<file path="src/rtl/delay_pipe_arbiter_if.sv">
// Requester-side bus of delay_pipe_arbiter: word offers, one-hot grants and
// routed responses coming back from the shared delay pipeline.
interface delay_pipe_arbiter_if #(
   parameter int NUM_REQ = 4
) ();
   logic [NUM_REQ-1:0]    ReqValid;
   logic [32*NUM_REQ-1:0] ReqData;
   logic [NUM_REQ-1:0]    ReqReady;
   logic [NUM_REQ-1:0]    RespValid;
   logic [31:0]           RespData;

   modport master (output ReqValid, ReqData, input ReqReady, RespValid, RespData);
   modport slave  (input ReqValid, ReqData, output ReqReady, RespValid, RespData);
endinterface

</file>
<file path="src/rtl/delay_pipe_arbiter.sv">
// Round-robin issue into a shared fixed-latency delay pipeline, with a shadow tag
// pipeline routing results home. OBLIV_DUMMY_EN adds dummy issues on idle cycles.
module delay_pipe_arbiter #(
   parameter int NUM_REQ = 4,
   parameter int DELAY   = 4,
   parameter int TAG_W   = $clog2(NUM_REQ),
   parameter int CNT_W   = $clog2(DELAY+2)
) (
   input  logic             Clock,
   input  logic             Reset_n,
   input  logic             Enable,
   delay_pipe_arbiter_if.slave req_bus,
   output logic [31:0]      PipeInData,
   output logic             PipeInValid,
   input  logic [31:0]      PipeOutData,
   input  logic             PipeOutValid,
   output logic [CNT_W-1:0] InFlight,
   output logic             Busy,
   output logic             Error
);

   typedef struct packed {
      logic             v;
      logic             dummy;
      logic [TAG_W-1:0] id;
   } tag_t;

   logic [TAG_W-1:0]   ptr;
   logic [TAG_W-1:0]   grant_idx;
   logic               grant_any;
   logic [TAG_W:0]     scan_cand;
   logic [NUM_REQ-1:0] grant;
   logic [31:0]        grant_word;
   logic               dummy_issue;
   tag_t               shadow [0:DELAY];
   tag_t               head;
   logic [CNT_W-1:0]   warm_cnt;
   logic               warm_done;
   logic               resp_fire;
   logic [NUM_REQ-1:0] resp_valid_q;
   logic [31:0]        resp_data_q;

   always_comb begin
      grant_any = 1'b0;
      grant_idx = '0;
      scan_cand = '0;
      if (Enable) begin
         for (int k = 0; k < NUM_REQ; k++) begin
            scan_cand = {1'b0, ptr} + (TAG_W+1)'(k);
            if (scan_cand >= (TAG_W+1)'(NUM_REQ)) scan_cand = scan_cand - (TAG_W+1)'(NUM_REQ);
            if (!grant_any && req_bus.ReqValid[scan_cand[TAG_W-1:0]]) begin
               grant_any = 1'b1;
               grant_idx = scan_cand[TAG_W-1:0];
            end
         end
      end
   end

   always_comb begin
      grant_word = '0;
      for (int i = 0; i < NUM_REQ; i++) begin
         if (grant_idx == TAG_W'(i)) grant_word = req_bus.ReqData[32*i +: 32];
      end
   end

   assign grant           = grant_any ? (NUM_REQ'(1) << grant_idx) : '0;
   assign req_bus.ReqReady = grant;

`ifdef OBLIV_DUMMY_EN
   // Keep the pipeline issue rate constant regardless of the access pattern.
   assign dummy_issue = Enable && (req_bus.ReqValid == '0);
`else
   assign dummy_issue = 1'b0;
`endif

   // Stale pipeline contents after reset drain out during the first DELAY cycles.
   assign head      = shadow[DELAY];
   assign warm_done = (warm_cnt == '0);
   assign resp_fire = warm_done && PipeOutValid && head.v && !head.dummy;

   always_ff @(posedge Clock or negedge Reset_n) begin
      if (!Reset_n) begin
         ptr          <= '0;
         PipeInData   <= '0;
         PipeInValid  <= 1'b0;
         for (int s = 0; s <= DELAY; s++) shadow[s] <= '0;
         warm_cnt     <= CNT_W'(DELAY);
         resp_valid_q <= '0;
         resp_data_q  <= '0;
         InFlight     <= '0;
         Error        <= 1'b0;
      end else begin
         if (grant_any) ptr <= (grant_idx == TAG_W'(NUM_REQ-1)) ? '0 : grant_idx + 1'b1;

         PipeInValid <= grant_any || dummy_issue;
         if (grant_any)        PipeInData <= grant_word;
         else if (dummy_issue) PipeInData <= '0;

         shadow[0] <= '{v: grant_any || dummy_issue, dummy: dummy_issue, id: grant_idx};
         for (int s = 1; s <= DELAY; s++) shadow[s] <= shadow[s-1];

         if (!warm_done) warm_cnt <= warm_cnt - 1'b1;

         resp_valid_q <= resp_fire ? (NUM_REQ'(1) << head.id) : '0;
         if (resp_fire) resp_data_q <= PipeOutData;

         if (grant_any && !resp_fire)      InFlight <= InFlight + 1'b1;
         else if (!grant_any && resp_fire) InFlight <= InFlight - 1'b1;

         if (warm_done && (PipeOutValid != head.v)) Error <= 1'b1;
      end
   end

   assign req_bus.RespValid = resp_valid_q;
   assign req_bus.RespData  = resp_data_q;
   assign Busy              = (InFlight != '0);

endmodule

</file>
<file path="src/flat_wrapper.sv">
// flat-port wrapper written by rule: the top's interface ports become plain ports
module delay_pipe_arbiter_flat 
#(
   parameter int NUM_REQ = 4,
   parameter int DELAY   = 4,
   parameter int TAG_W   = $clog2(NUM_REQ),
   parameter int CNT_W   = $clog2(DELAY+2)
)
  (Clock, Reset_n, Enable, PipeInData, PipeInValid, PipeOutData, PipeOutValid, InFlight, Busy, Error, req_bus_ReqValid, req_bus_ReqData, req_bus_ReqReady, req_bus_RespValid, req_bus_RespData);
  delay_pipe_arbiter_if #(.NUM_REQ(NUM_REQ)) req_bus_i ();
  input  logic Clock;
  input  logic Reset_n;
  input  logic Enable;
  output logic [31:0] PipeInData;
  output logic PipeInValid;
  input  logic [31:0] PipeOutData;
  input  logic PipeOutValid;
  output logic [CNT_W-1:0] InFlight;
  output logic Busy;
  output logic Error;
  input wire logic [$bits(req_bus_i.ReqValid)-1:0] req_bus_ReqValid;
  input wire logic [$bits(req_bus_i.ReqData)-1:0] req_bus_ReqData;
  output wire logic [$bits(req_bus_i.ReqReady)-1:0] req_bus_ReqReady;
  output wire logic [$bits(req_bus_i.RespValid)-1:0] req_bus_RespValid;
  output wire logic [$bits(req_bus_i.RespData)-1:0] req_bus_RespData;
  assign req_bus_i.ReqValid = req_bus_ReqValid;
  assign req_bus_i.ReqData = req_bus_ReqData;
  assign req_bus_ReqReady = req_bus_i.ReqReady;
  assign req_bus_RespValid = req_bus_i.RespValid;
  assign req_bus_RespData = req_bus_i.RespData;
  delay_pipe_arbiter #(.NUM_REQ(NUM_REQ), .DELAY(DELAY), .TAG_W(TAG_W), .CNT_W(CNT_W)) u_core (.Clock(Clock), .Reset_n(Reset_n), .Enable(Enable), .req_bus(req_bus_i), .PipeInData(PipeInData), .PipeInValid(PipeInValid), .PipeOutData(PipeOutData), .PipeOutValid(PipeOutValid), .InFlight(InFlight), .Busy(Busy), .Error(Error));
endmodule
</file>
<file path="config.mk">
export PLATFORM = sky130hd
export DESIGN_NAME = delay_pipe_arbiter_flat
export DESIGN_NICKNAME = d
export VERILOG_FILES = /design/src/rtl/delay_pipe_arbiter_if.sv /design/src/rtl/delay_pipe_arbiter.sv /design/src/flat_wrapper.sv
export SDC_FILE = /design/constraint.sdc
export NUM_CORES = 1
export LEC_CHECK = 0
export ABC_AREA = 1
export CORE_MARGIN = 2
export CORE_UTILIZATION = 40
export CTS_CLUSTER_SIZE = 40
export DETAILED_ROUTE_END_ITERATION = 8
export GPL_TIMING_DRIVEN = 0
export PLACE_DENSITY = 0.8
export SYNTH_ARGS = -nofsm -noshare
export SYNTH_HDL_FRONTEND = slang
export SYNTH_SLANG_ARGS = --single-unit
</file>
<file path="constraint.sdc">
create_clock -name Clock -period 7.7 [get_ports Clock]
set_input_delay 1.925 -clock Clock [delete_from_list [all_inputs] [get_ports Clock]]
set_output_delay 1.925 -clock Clock [all_outputs]
set_load 0.01 [all_outputs]
</file>
Word-level counts from Yosys, hierarchy flattened
Index checks and enable logic that the tools add are counted.
Word-level totals
  flip-flop bits (word level): 92
  input bits: 168
  output and inout bits: 78
  logic and storage cells: 97
Cells by class
  add/subtract/negate cells: 11
  order comparisons: 8
  equality and inequality tests: 4
  shift operators: 2
  muxes and demuxes: 38
  reductions and logical operators: 17
Operators by type and width (number)
  $mux W32: 4
  $mux W2: 14
  $lt A2 B3 Y1 const B: 4
  $mux W1: 12
  $ge A3 B3 Y1 const B: 3
  $bmux W1 S2: 4
  $logic_and A1 B1 Y1: 8
  $mux W4: 2
  $shl A1 B2 Y4 const A: 2
  $sub A2 B1 Y2 const B: 4
  $add A2 B2 Y3 const B: 2
  $mux W3: 2
  $sub A3 B1 Y3 const B: 2
  $logic_not A1 Y1: 5
  $eq A2 B2 Y1 const B: 2
  $add A2 B1 Y3 const B: 1
  $add A3 B1 Y3 const B: 1
  $ge A2 B3 Y1 const B: 1
  $logic_not A3 Y1: 1
  $reduce_bool A3 Y1: 1
  $add A2 B1 Y2 const B: 1
  $eq A2 B1 Y1 const B: 1
  $logic_not A2 Y1: 1
  $reduce_bool A2 Y1: 1
  $ne A1 B1 Y1: 1

Longest topological paths before layout
Gate-level depths: netlist of run 1.
  depth after elaboration: 24
  depth in mapped cells: 21

Worst setup path before layout of run 1
No wires, ideal clock.
  path type: input -> output
  from: input port req_bus_ReqValid[0]
  to: output port req_bus_ReqReady[3]
  data arrival time: 3.689 ns
  required time: 5.775 ns
  slack: 2.086 ns
  stages on the path: 14
  buffers on the path: 3
  cells stage by stage: inv_1 nand2_1 nand2_1 o21ai_2 inv_1 nand3_2 nand2_2 buf_6 nor2_1 ha_1 clkbuf_1 clkbuf_1 inv_1 nor2_1
On the way
  cells in the longest elaborated chain, start to end: 18
  elaborated cells between the ends (all ways): 29
Ends and longest elaborated chain
  start: declaration: RTL line flat_wrapper.sv:21  | input wire logic [$bits(req_bus_i.ReqValid)-1:0] req_bus_ReqValid;
  $bmux W1 S2: RTL line delay_pipe_arbiter.sv:51  | if (!grant_any && req_bus.ReqValid[scan_cand[TAG_W-1:0]]) begin
  $mux W1 (implied by the code): RTL line delay_pipe_arbiter.sv:51
  $mux W1: RTL line delay_pipe_arbiter.sv:51
  $mux W1: RTL line delay_pipe_arbiter.sv:47  | if (Enable) begin
  $logic_not A1 Y1: RTL line delay_pipe_arbiter.sv:51
  $logic_and A1 B1 Y1: RTL line delay_pipe_arbiter.sv:51
  $mux W1: RTL line delay_pipe_arbiter.sv:51
  $mux W1: RTL line delay_pipe_arbiter.sv:47
  [... 3 more ...]
  $mux W1: RTL line delay_pipe_arbiter.sv:47
  $logic_not A1 Y1: RTL line delay_pipe_arbiter.sv:51
  $logic_and A1 B1 Y1: RTL line delay_pipe_arbiter.sv:51
  $mux W2 *: RTL line delay_pipe_arbiter.sv:51
  $mux W2 *: RTL line delay_pipe_arbiter.sv:47
  via u_core.grant_idx[0]: RTL line delay_pipe_arbiter.sv:29  | logic [TAG_W-1:0] grant_idx;
  $shl A1 B2 Y4 *: RTL line delay_pipe_arbiter.sv:66  | assign grant = grant_any ? (NUM_REQ'(1) << grant_idx) : '0;
  $mux W4 *: RTL line delay_pipe_arbiter.sv:66
  end: declaration: RTL line flat_wrapper.sv:23  | output wire logic [$bits(req_bus_i.ReqReady)-1:0] req_bus_ReqReady;
The timed path passes the listed nets; every way through them passes the cells marked *. The select of a mux whose other input is x is not followed.

Final worst setup path of run 1
  from: input port req_bus_ReqValid[0]
  to: output port req_bus_ReqReady[2]
The elaborated chain is that of the path after synthesis.

==> reports/metrics.cfg, run 1 <==
[routing]
dr.pass1.iters = 5
vias = 4827
drtIter0Drc = 275
wl_met3_mm = 1.23
met2WireLength_mm = 7.58
drc_errors = 0
routed_via_density = 5.00
ant_nets = 0
wl_mm = 15.3
routedWlPerCell_um = 15.8
maxUsedRoutingLayer = met4
drt-met1-wl_mm = 6.07

[pwr]
powerDensity_nw_per_um2 = 379
ir_drop_mv = 0.270
total_power_uw = 2900
p_leak_uw = 0.00347

[die]
fp.dieH_um = 112
io_pins = 246
core_area_um2 = 11400
die_width_um = 112
row_count = 39
initial_core_util_pct = 40.8
dieArea_um2 = 12500

[clock_network]
h-tree-depth = 3
clock_latency_ps = 340
clock_path_buffers = 2
cts_tree = done
post_cts_buffers = 0
root_buffer = clkbuf_16
clk_pin_slew_ps = 60
cts_hold_buf = 0
cts_resized = 0
clkSinkCount = 92
cts_buffers = 9

[place]
place.port_buffers = 245
gp_congestion = 0.924
hpwl_mm = 11.8

[global_route]
grt_start_max_net_pins = 56
grt_pass1_vias = 4777
overflow = 0
antenna_found_initial = 0
grt_util_all_layers_pct = 23.9
grt_pass1_wl_mm = 23.8

[sta]
fin_tns_setup_ps = 0
fmax_mhz = 139
period_minus_slack_ps = 7210
worst_pin_slew_ps = 602
relSlewSlack_pct = 59.7
setup_viol = 0
skew_ps = 4.80
slew_viol_final = 0
timing.final.crit_share_pct = 93.6
rsz0062_at_grt = false
hold_violations = 0

[worst_setup_path]
path_delay_family = buffers and inverters
worstPathArrival_ps = 5280
end_kind = output port
crit_fanout = 10
cp_common_cell = inv_1
worstSetupStartpointType = primary input
slowest_delay_ps = 520
worst-path-buf-inv = 9
critPathKind = primary input to output port
cp.required_ps = 5780
cp_cell_sequence = clkdlybuf4s50_1 > inv_1 > nand2_1 > nand2_1 > o21ai_2 > inv_1 > nand3_2 > nand2_2 > buf_6 > nor2_1 > inv_1 > ha_1 > clkbuf_1 > inv_1 > clkbuf_1 > nor2_1 > clkdlybuf4s50_1
slowest_stage = clkdlybuf4s50_1

[cells_and_area]
num_antenna_cells = 0
multi_input_area_um2 = 2090
syn2layout_area_growth_pct = 63.9
drive_gt1_share_pct = 9.48
fin_nets = 995
regArea_um2 = 2300
fillers = 913

[synthesis]
ys_ff_latch = 92
synth_cell_types = 26
synth_area_um2 = 4660
syn_area_per_cell_um2 = 8.29
synthCells = 562
synth.net_count = 738
ys_warn_count = 0
yosysSeqAreaShare_pct = 49.4

[worst_hold_path]
hold_class = register to register

[outcome]
status = finished, final reports clean

[job]
maxCapViolCount = 0

## state kept, by name (all words and copies together), names as in the netlist
register and flops:
u_core.PipeInValid 1, u_core.Error 1, u_core.head 3, u_core.ptr 2, u_core.req_bus.RespData 32, u_core.warm_cnt 3, u_core.PipeInData 32, u_core.req_bus.RespValid 4
u_core.shadow 11, u_core.InFlight 3
## final timing paths
kind | to | from | depth (start not counted) | slack [ps]
hold reg to reg | u_core.shadow[12]$_DFF_PN0_ | u_core.shadow[16]$_DFF_PN0_ | 0 | 350
setup / recovery | req_bus_ReqReady[2] | req_bus_ReqValid[0] | 17 | 490
setup reg to reg | u_core.PipeInData[25]$_DFFE_PN0N_ | u_core.ptr[1]$_DFFE_PN0N_ | 20 | 4220
hold / removal | u_core.shadow[12]$_DFF_PN0_ | u_core.shadow[16]$_DFF_PN0_ | 0 | 350
max in group asynchronous | u_core.warm_cnt[2]$_DFFE_PN1P_ | Reset_n | 2 | 5470
min in group asynchronous | u_core.req_bus.RespData[25]$_DFFE_PN0P_ | Reset_n | 1 | 1550
## logic make-up after synthesis
| kind of cell | share of synthesized area, % |
|---|---|
| buf+inv | 5.77 |
| mux | 7.97 |
| flops | 49.4 |
| fa+ha+maj | 2.31 |
| xor+xnor | 0.940 |
| simple gates | 22.5 |
| compound gates | 11.1 |
## placed cells by master, fill, tap and decap left out, types with 5 or more instances in the layout
cell | netlist | layout
inv_1 | 21 | 21
buf_2 | 8 | 8
clkbuf_16 | 0 | 9
nand2_2 | 5 | 5
o21ai_0 | 62 | 62
dfrtp_1 | 91 | 91
o21ai_1 | 5 | 5
nand3_1 | 8 | 8
clkbuf_1 | 18 | 18
nor2_1 | 10 | 10
nand2_1 | 235 | 235
clkdlybuf4s50_1 | 0 | 244
buf_6 | 5 | 5
mux2_2 | 33 | 33
a21oi_1 | 33 | 33
ha_1 | 7 | 7
## report_power, final
part	switching (uW)	internal (uW)	total, uW
clock	186	293	479
combinational	897	748	1640
sequential	103	672	775
total	1190	1710	2900
## stage by stage
step / cell area, um2 / hold WS [ps] / std cells / setup WS (ps) / util [%]
floorplan: 4660 / 331 / 562 / 2090 / -
CTS: 7640 / 351 / 966 / 504 / 66.9
finish: 7640 / 349 / 966 / 490 / 66.9
global placement: 7290 / 333 / 950 / 633 / 63.9
global route: 7640 / 355 / 966 / 213 / 66.9
detailed placement: 7320 / 336 / 951 / 540 / 64.1
## synth_stat cells (all sizes together)
library cell,n,area (um2)
nand2,240,913
o21ai,68,344
a21o,1,7.51
inv,24,90.1
dfstp,1,26.3
xnor2,2,17.5
mux2,33,372
nor3,4,20.0
clkbuf,18,67.6
xor2,3,26.3
ha,7,87.6
buf,14,111
dfrtp,91,2280
a21oi,33,165
nor2,12,55.1
fa,1,20.0
nand3,10,60.1
## per-layer routing
layer | vias up | track usage (%)
li1 | 2317 | -
met1 | 2242 | 27.8
met2 | 233 | 42.3
met3 | 35 | 6.04
met4 | 0 | 9.35
met5 | - | 0
## final cells by class
type	count	area share, %
clock inverters	5	1.11
plain buffers	32	2.34
flip-flops and latches	92	30.1
inverters	24	1.18
multi-input cells	414	27.3
repair buffers	246	32.4
well taps	143	2.34
clock buffers	10	3.13
(Power assumes the default switching activity.)
==> inputs of run 2 (changes only) <==
--- a/config.mk
+++ b/config.mk
@@ -12,6 +12,7 @@
 export DETAILED_ROUTE_END_ITERATION = 8
 export GPL_TIMING_DRIVEN = 0
 export PLACE_DENSITY = 0.8
+export REMOVE_ABC_BUFFERS = 1
 export SYNTH_ARGS = -nofsm -noshare
 export SYNTH_HDL_FRONTEND = slang
 export SYNTH_SLANG_ARGS = --single-unit
==> reports/metrics.cfg, run 2 (same netlist as run 1, synthesis figures left out) <==
[outcome]
status = finished, final reports clean

[pwr]
powerDensity_nw_per_um2 = 369  ; -2.7%
total_power_uw = 2770  ; -4.6%
p_leak_uw = 0.00337  ; -2.7%
ir_drop_mv = 0.293  ; +8.4%
seqPwrFrac_pct = 28.0  ; +1.3 points
swShare_pct = 41.2  ; +0.25 points
combPwrFrac_pct = 56.9  ; +0.2 points
p_int_uw = 1630  ; -5.0%
clkPwrFrac_pct = 15.1  ; -1.4 points
p_switching_uw = 1140  ; -4.0%

[routing]
dr.pass1.iters = 4  ; -1
met2WireLength_mm = 7.16  ; -5.5%
routed_via_density = 4.83  ; -3.4%
vias = 4526  ; -6.2%
wl_mm = 13.9  ; -9.3%
ant_nets = 0  ; unchanged
drc_errors = 0  ; unchanged
drtIter0Drc = 201  ; -27%
wl_met3_um = 943  ; -23%
routedWlPerCell_um = 14.8  ; -6.6%
maxUsedRoutingLayer = met4
drt-met1-wl_mm = 5.54  ; -8.6%

[global_route]
grt_start_max_net_pins = 54  ; -3.6%
overflow = 0  ; unchanged
grt_util_all_layers_pct = 22.0  ; -1.9 points
grt_pass1_wl_mm = 22.0  ; -7.3%
grt_pass1_vias = 4678  ; -2.1%
antenna_found_initial = 0  ; unchanged

[place]
place.port_buffers = 245  ; unchanged
gp_congestion = 0.838  ; -9.3%
dp_cells = 921  ; -3.2%
hpwl_mm = 10.4  ; -12%

[worst_setup_path]
crit_cells = 14  ; -3
slowest_stage = clkdlybuf4s50_1
crit_fanout = 40  ; +30
critPathKind = primary input to output port
worst-path-buf-inv = 5  ; -4
end_kind = output port
slowest_delay_ps = 550  ; +30 ps
cp.required_ps = 5780  ; about the same
worstSetupStartpointType = primary input
cp_cell_sequence = clkdlybuf4s50_1 > inv_1 > nand2_1 > nand3_1 > nand2_2 > nor2_4 > nand3_2 > nand2_4 > nor2_1 > inv_1 > ha_4 > clkinvlp_4 > nor2_1 > clkdlybuf4s50_1
reg2reg_depth = 16  ; -20%
path_delay_family = buffers and inverters
worstPathArrival_ps = 5330  ; +50 ps

[die]
dieArea_um2 = 12500  ; unchanged
core_area_um2 = 11400  ; unchanged
io_pins = 246  ; unchanged
initial_core_util_pct = 40.8  ; unchanged
fp.dieH_um = 112  ; unchanged
row_count = 39  ; unchanged
die_width_um = 112  ; unchanged

[sta]
rsz0062_at_grt = false
fin_tns_setup_ps = 0  ; unchanged
setup_viol = 0  ; unchanged
worst_pin_slew_ps = 871  ; +268 ps
period_minus_slack_ps = 7260  ; +49.1 ps
timing.final.crit_share_pct = 94.3  ; +0.64 points
skew_ps = 5.78  ; +0.978 ps
slew_viol_final = 0  ; unchanged
fmax_mhz = 138  ; -0.68%
relSlewSlack_pct = 41.9  ; -18 points
hold_violations = 0  ; unchanged

[worst_hold_path]
holdPathStages = 0  ; unchanged
hold_class = register to register

[cells_and_area]
drive_gt1_share_pct = 9.18  ; -0.30 points
syn2layout_area_growth_pct = 60.8
final_common_cell = clkdlybuf4s50_1
fin_nets = 966  ; -2.9%
num_antenna_cells = 0  ; unchanged
layoutNonFillerInstCount = 938  ; -2.9%
layout_common_cells = clkdlybuf4s50_1 (244), nand2_1 (235), dfrtp_1 (91)

[clock_network]
h-tree-depth = 3  ; unchanged
clkSinkCount = 92  ; unchanged
cts_tree = done
root_buffer = clkbuf_16
clock_path_buffers = 2  ; unchanged
clk_pin_slew_ps = 70  ; about the same
clock_latency_ps = 330  ; about the same
cts_buffers = 9  ; unchanged

[job]
maxCapViolCount = 0  ; unchanged

run 2: changes by cell type in the layout (fill, tap and decap cells not counted), moves of 2 or more:
cell and delta:
clkbuf_1 -18, ha_1 -3, bufinv_16 -2, buf_2 -8, inv_8 +2, ha_2 +2
clkinvlp_4 +2, buf_6 -5
run 2: area by class of cell:
| class | instances | area [um2] |
|---|---|---|
| tap | 143 | 179 |
| inverter | 24 | 93.8 |
| timing repair inverter | 1 | 5.00 |
| clock inverter | 7 | 60.1 |
| clock buffer | 9 | 225 |
| multi-input combinational | 414 | 2110 |
| timing repair buffer | 248 | 2510 |
| sequential | 92 | 2300 |
| fill | 938 | 3930 |
run 2: what timing repair did:
| action | CTS | global route |
|---|---|---|
| setup endpoints to repair | 2 | 2 |
| hold buffers | 0 | 0 |
| buffers inserted | 0 | 0 |
| resized for setup | 3 | 2 |
| cloned | 1 | 0 |
run 2: layer usage:
metal	vias up	track usage [%]
li1	2258	-
met5	-	0
met2	177	40.9
met3	13	4.25
met1	2078	25.6
met4	0	6.50
run 2: power by group through the flow:
| stage | Combinational (uW) | Clock [uW] | Sequential (uW) |
|---|---|---|---|
| 2_1_floorplan | 798 | 0 | 845 |
| 3_3_place_gp | 1510 | 0 | 771 |
| 3_5_place_dp | 1570 | 0 | 782 |
| 4_1_cts | 1580 | 429 | 775 |
| 5_1_grt | 1760 | 451 | 799 |
| 6_report | 1570 | 419 | 774 |
run 2: final timing paths:
path / start / end / slack (ps)
setup / recovery: req_bus_ReqValid[3] / req_bus_ReqReady[2] / 440
hold / removal: u_core.shadow[13]$_DFF_PN0_ / u_core.shadow[9]$_DFF_PN0_ / 350
setup reg to reg: u_core.ptr[0]$_DFFE_PN0N_ / u_core.PipeInData[4]$_DFFE_PN0N_ / 3930
hold reg to reg: u_core.shadow[13]$_DFF_PN0_ / u_core.shadow[9]$_DFF_PN0_ / 350
max in group asynchronous: Reset_n / u_core.warm_cnt[2]$_DFFE_PN1P_ / 5460
min in group asynchronous: Reset_n / u_core.req_bus.RespData[4]$_DFFE_PN0P_ / 1570
run 2: metrics by stage:
| stage | hold WS, ps | util, % | setup slack, ps | cell area, um2 |
|---|---|---|---|---|
| 6_report | 348 | 65.6 | 441 | 7490 |
| 5_1_grt | 344 | 65.6 | 181 | 7490 |
| 4_1_cts | 347 | 65.5 | 66.9 | 7480 |
| 3_5_place_dp | 336 | 62.9 | -889 | 7180 |
| 3_3_place_gp | 332 | 62.3 | -726 | 7110 |
| 2_1_floorplan | 331 | - | 1270 | 4480 |
==> inputs of run 3 (changes only) <==
--- a/config.mk
+++ b/config.mk
@@ -6,7 +6,7 @@
 export NUM_CORES = 1
 export LEC_CHECK = 0
 export ABC_AREA = 1
-export CORE_MARGIN = 2
+export CORE_MARGIN = 8
 export CORE_UTILIZATION = 40
 export CTS_CLUSTER_SIZE = 40
 export DETAILED_ROUTE_END_ITERATION = 8
==> constraint.sdc (replaced) <==
create_clock -name Clock -period 6.7 [get_ports Clock]
set_input_delay 1.675 -clock Clock [delete_from_list [all_inputs] [get_ports Clock]]
set_output_delay 1.675 -clock Clock [all_outputs]
set_load 0.01 [all_outputs]
==> reports/metrics.cfg, run 3 (same netlist as run 1, synthesis figures left out) <==
[routing]
vias = 4656  ; +2.9%
drtIter0Drc = 247  ; +23%
dr.pass1.iters = 4  ; unchanged
wl_mm = 15.7  ; +13%
routedWlPerCell_um = 16.6  ; +12%
ant_nets = 0  ; unchanged
drc_errors = 0  ; unchanged
routed_via_density = 4.94  ; +2.3%

[clock_network]
clock_latency_ps = 330  ; about the same
cts_tree = done
clkSinkCount = 92  ; unchanged
clk_pin_slew_ps = 60  ; about the same
h-tree-depth = 3  ; unchanged
cts_buffers = 9  ; unchanged
clock_path_buffers = 2  ; unchanged
root_buffer = clkbuf_16

[worst_setup_path]
worstSetupStartpointType = primary input
ff2ff_setup_slack_ps = 2930  ; -1000 ps
cp_common_cell = inv_1
cp_cell_sequence = clkdlybuf4s50_1 > inv_1 > nand2_1 > nand2_1 > o21ai_2 > inv_1 > nand3_2 > nand2_8 > nor2_1 > ha_2 > buf_16 > inv_1 > nor2_1 > clkdlybuf4s50_1
rr_startpoint = u_core.ptr[0]$_DFFE_PN0N_
r2r_end = u_core.PipeInData[2]$_DFFE_PN0N_
startpoint = req_bus_ReqValid[0]
worstPathArrival_ps = 4840  ; -490 ps
reg2reg_depth = 18  ; +2
endpoint = req_bus_ReqReady[3]
crit_fanout = 40  ; unchanged
end_kind = output port
slowest_delay_ps = 570  ; +20 ps
cp.required_ps = 5030  ; -750 ps
slowest_stage = ha_2
critPathKind = primary input to output port

[sta]
skew_ps = 6.90  ; +1.13 ps
fmax_mhz = 153
rsz0062_at_grt = true
setup_viol = 0  ; unchanged
setup_ws_ps = 180  ; -261 ps
hold_violations = 0  ; unchanged
timing.final.crit_share_pct = 97.3
period_minus_slack_ps = 6520
relSlewSlack_pct = 40.5  ; -1.3 points
slew_viol_final = 0  ; unchanged
worst_pin_slew_ps = 891  ; +20.1 ps

[cells_and_area]
num_antenna_cells = 0  ; unchanged
drive_gt1_share_pct = 9.63  ; +0.44 points
fin_util_pct = 66.3  ; +0.71 points
fin_nets = 971  ; +0.52%
final_common_cell = clkdlybuf4s50_1
fillers = 926  ; -1.3%
syn2layout_area_growth_pct = 62.5
layout_common_cells = clkdlybuf4s50_1 (244), nand2_1 (235), dfrtp_1 (91)
layoutNonFillerInstCount = 943  ; +0.53%

[global_route]
grtUsageMet3_pct = 8.11  ; +3.9 points
met1_usage_pct = 20.9  ; -4.7 points
grt_start_max_net_pins = 57  ; +5.6%
grt_pass1_vias = 4743  ; +1.4%
overflow = 0  ; unchanged
antenna_found_initial = 0  ; unchanged
grt.busiest_layer = met2
grt_use_met2_pct = 35.0  ; -5.9 points
grt_pass1_wl_mm = 23.6  ; +6.9%
grt_util_all_layers_pct = 19.6  ; -2.3 points

[worst_hold_path]
hold_class = register to register

[place]
place_ws_ps = -1490  ; -601 ps
dp_cells = 921  ; unchanged
hpwl_mm = 12.0  ; +15%
gp_congestion = 0.818  ; -2.4%
place.port_buffers = 245  ; unchanged

[die]
fp.dieH_um = 124  ; +11%
row_count = 39  ; unchanged
initial_core_util_pct = 40.8  ; unchanged
dieArea_um2 = 15400  ; +23%
core_area_um2 = 11400  ; unchanged
io_pins = 246  ; unchanged
die_width_um = 124  ; +11%

[job]
maxCapViolCount = 0  ; unchanged

[pwr]
ir_drop_mv = 0.229  ; -22%
p_leak_uw = 0.00341  ; +1.2%
powerDensity_nw_per_um2 = 434  ; +18%

[outcome]
status = finished, final reports clean

## run 3: changes by cell type in the layout (fill, tap and decap cells not counted), sizes merged
cell,delta
clkinvlp,-1
clkbuf,+1
clkinv,-1
bufinv,+1
buf,+5
## run 3: critical path: cells and delay by family
kind	cells	cell delay, ps
and+or+nand+nor	6	920
AOI/OAI and AO/OA	1	170
adders and majority gates	1	570
buffers and inverters	6	1510
## run 3: final cells by class
class | instances | area (um2) | area share, %
Clock buffer | 10 | 229 | 3.02
Timing Repair inverter | 1 | 5.00 | 0.0661
Tap cell | 143 | 179 | 2.36
Multi-Input combinational cell | 414 | 2120 | 28.0
Inverter | 24 | 93.8 | 1.24
Timing Repair Buffer | 253 | 2570 | 33.9
Sequential cell | 92 | 2300 | 30.4
Clock inverter | 6 | 71.3 | 0.942
## run 3: repair_timing
action                                  4_1_cts  5_1_grt
hold buffers                                  0        0
buffers inserted                              0        5
pin swaps                                     1        0
endpoints found under the setup margin        3        3
gates resized for setup                       6        0
cloned                                        1        0
endpoints found under the hold margin         0        0
## run 3: how the worst min path moves through the flow
stage                                startpoint                         end  slack [ps]  cells after the start
detailed placement   u_core.shadow[5]$_DFF_PN0_    u_core.head[1]$_DFF_PN0_         340                      0
global placement     u_core.shadow[4]$_DFF_PN0_    u_core.head[0]$_DFF_PN0_         330                      0
global route        u_core.shadow[12]$_DFF_PN0_  u_core.shadow[8]$_DFF_PN0_         360                      0
finish              u_core.shadow[12]$_DFF_PN0_  u_core.shadow[8]$_DFF_PN0_         350                      0
CTS                 u_core.shadow[12]$_DFF_PN0_  u_core.shadow[8]$_DFF_PN0_         350                      0
floorplan            u_core.shadow[4]$_DFF_PN0_    u_core.head[0]$_DFF_PN0_         330                      0
## run 3: layer usage
| metal | vias to the layer above | part of all wire [%] |
|---|---|---|
| li1 | 2270 | - |
| met1 | 2155 | 37 |
| met2 | 209 | 49 |
| met3 | 22 | 12 |
| met4 | 0 | 1.9 |
| met5 | - | 0 |
## run 3: power breakdown
group | leakage (uW) | internal (uW) | total [uW] | switching [uW]
combinational | 0.00214 | 885 | 1890 | 1000
sequential | 0.00113 | 772 | 892 | 120
clock | 0.000145 | 294 | 510 | 216
## run 3: metrics by stage
stage | hold WS (ps) | total power [uW] | TNS [ps] | cell area, um2
2_1_floorplan | 331 | 1890 | 0 | 4480
3_3_place_gp | 332 | 2640 | -4600 | 7110
3_5_place_dp | 336 | 2760 | -2290 | 7200
4_1_cts | 351 | 3290 | -28.9 | 7540
5_1_grt | 357 | 3560 | -75.4 | 7570
6_report | 348 | 3290 | 0 | 7570
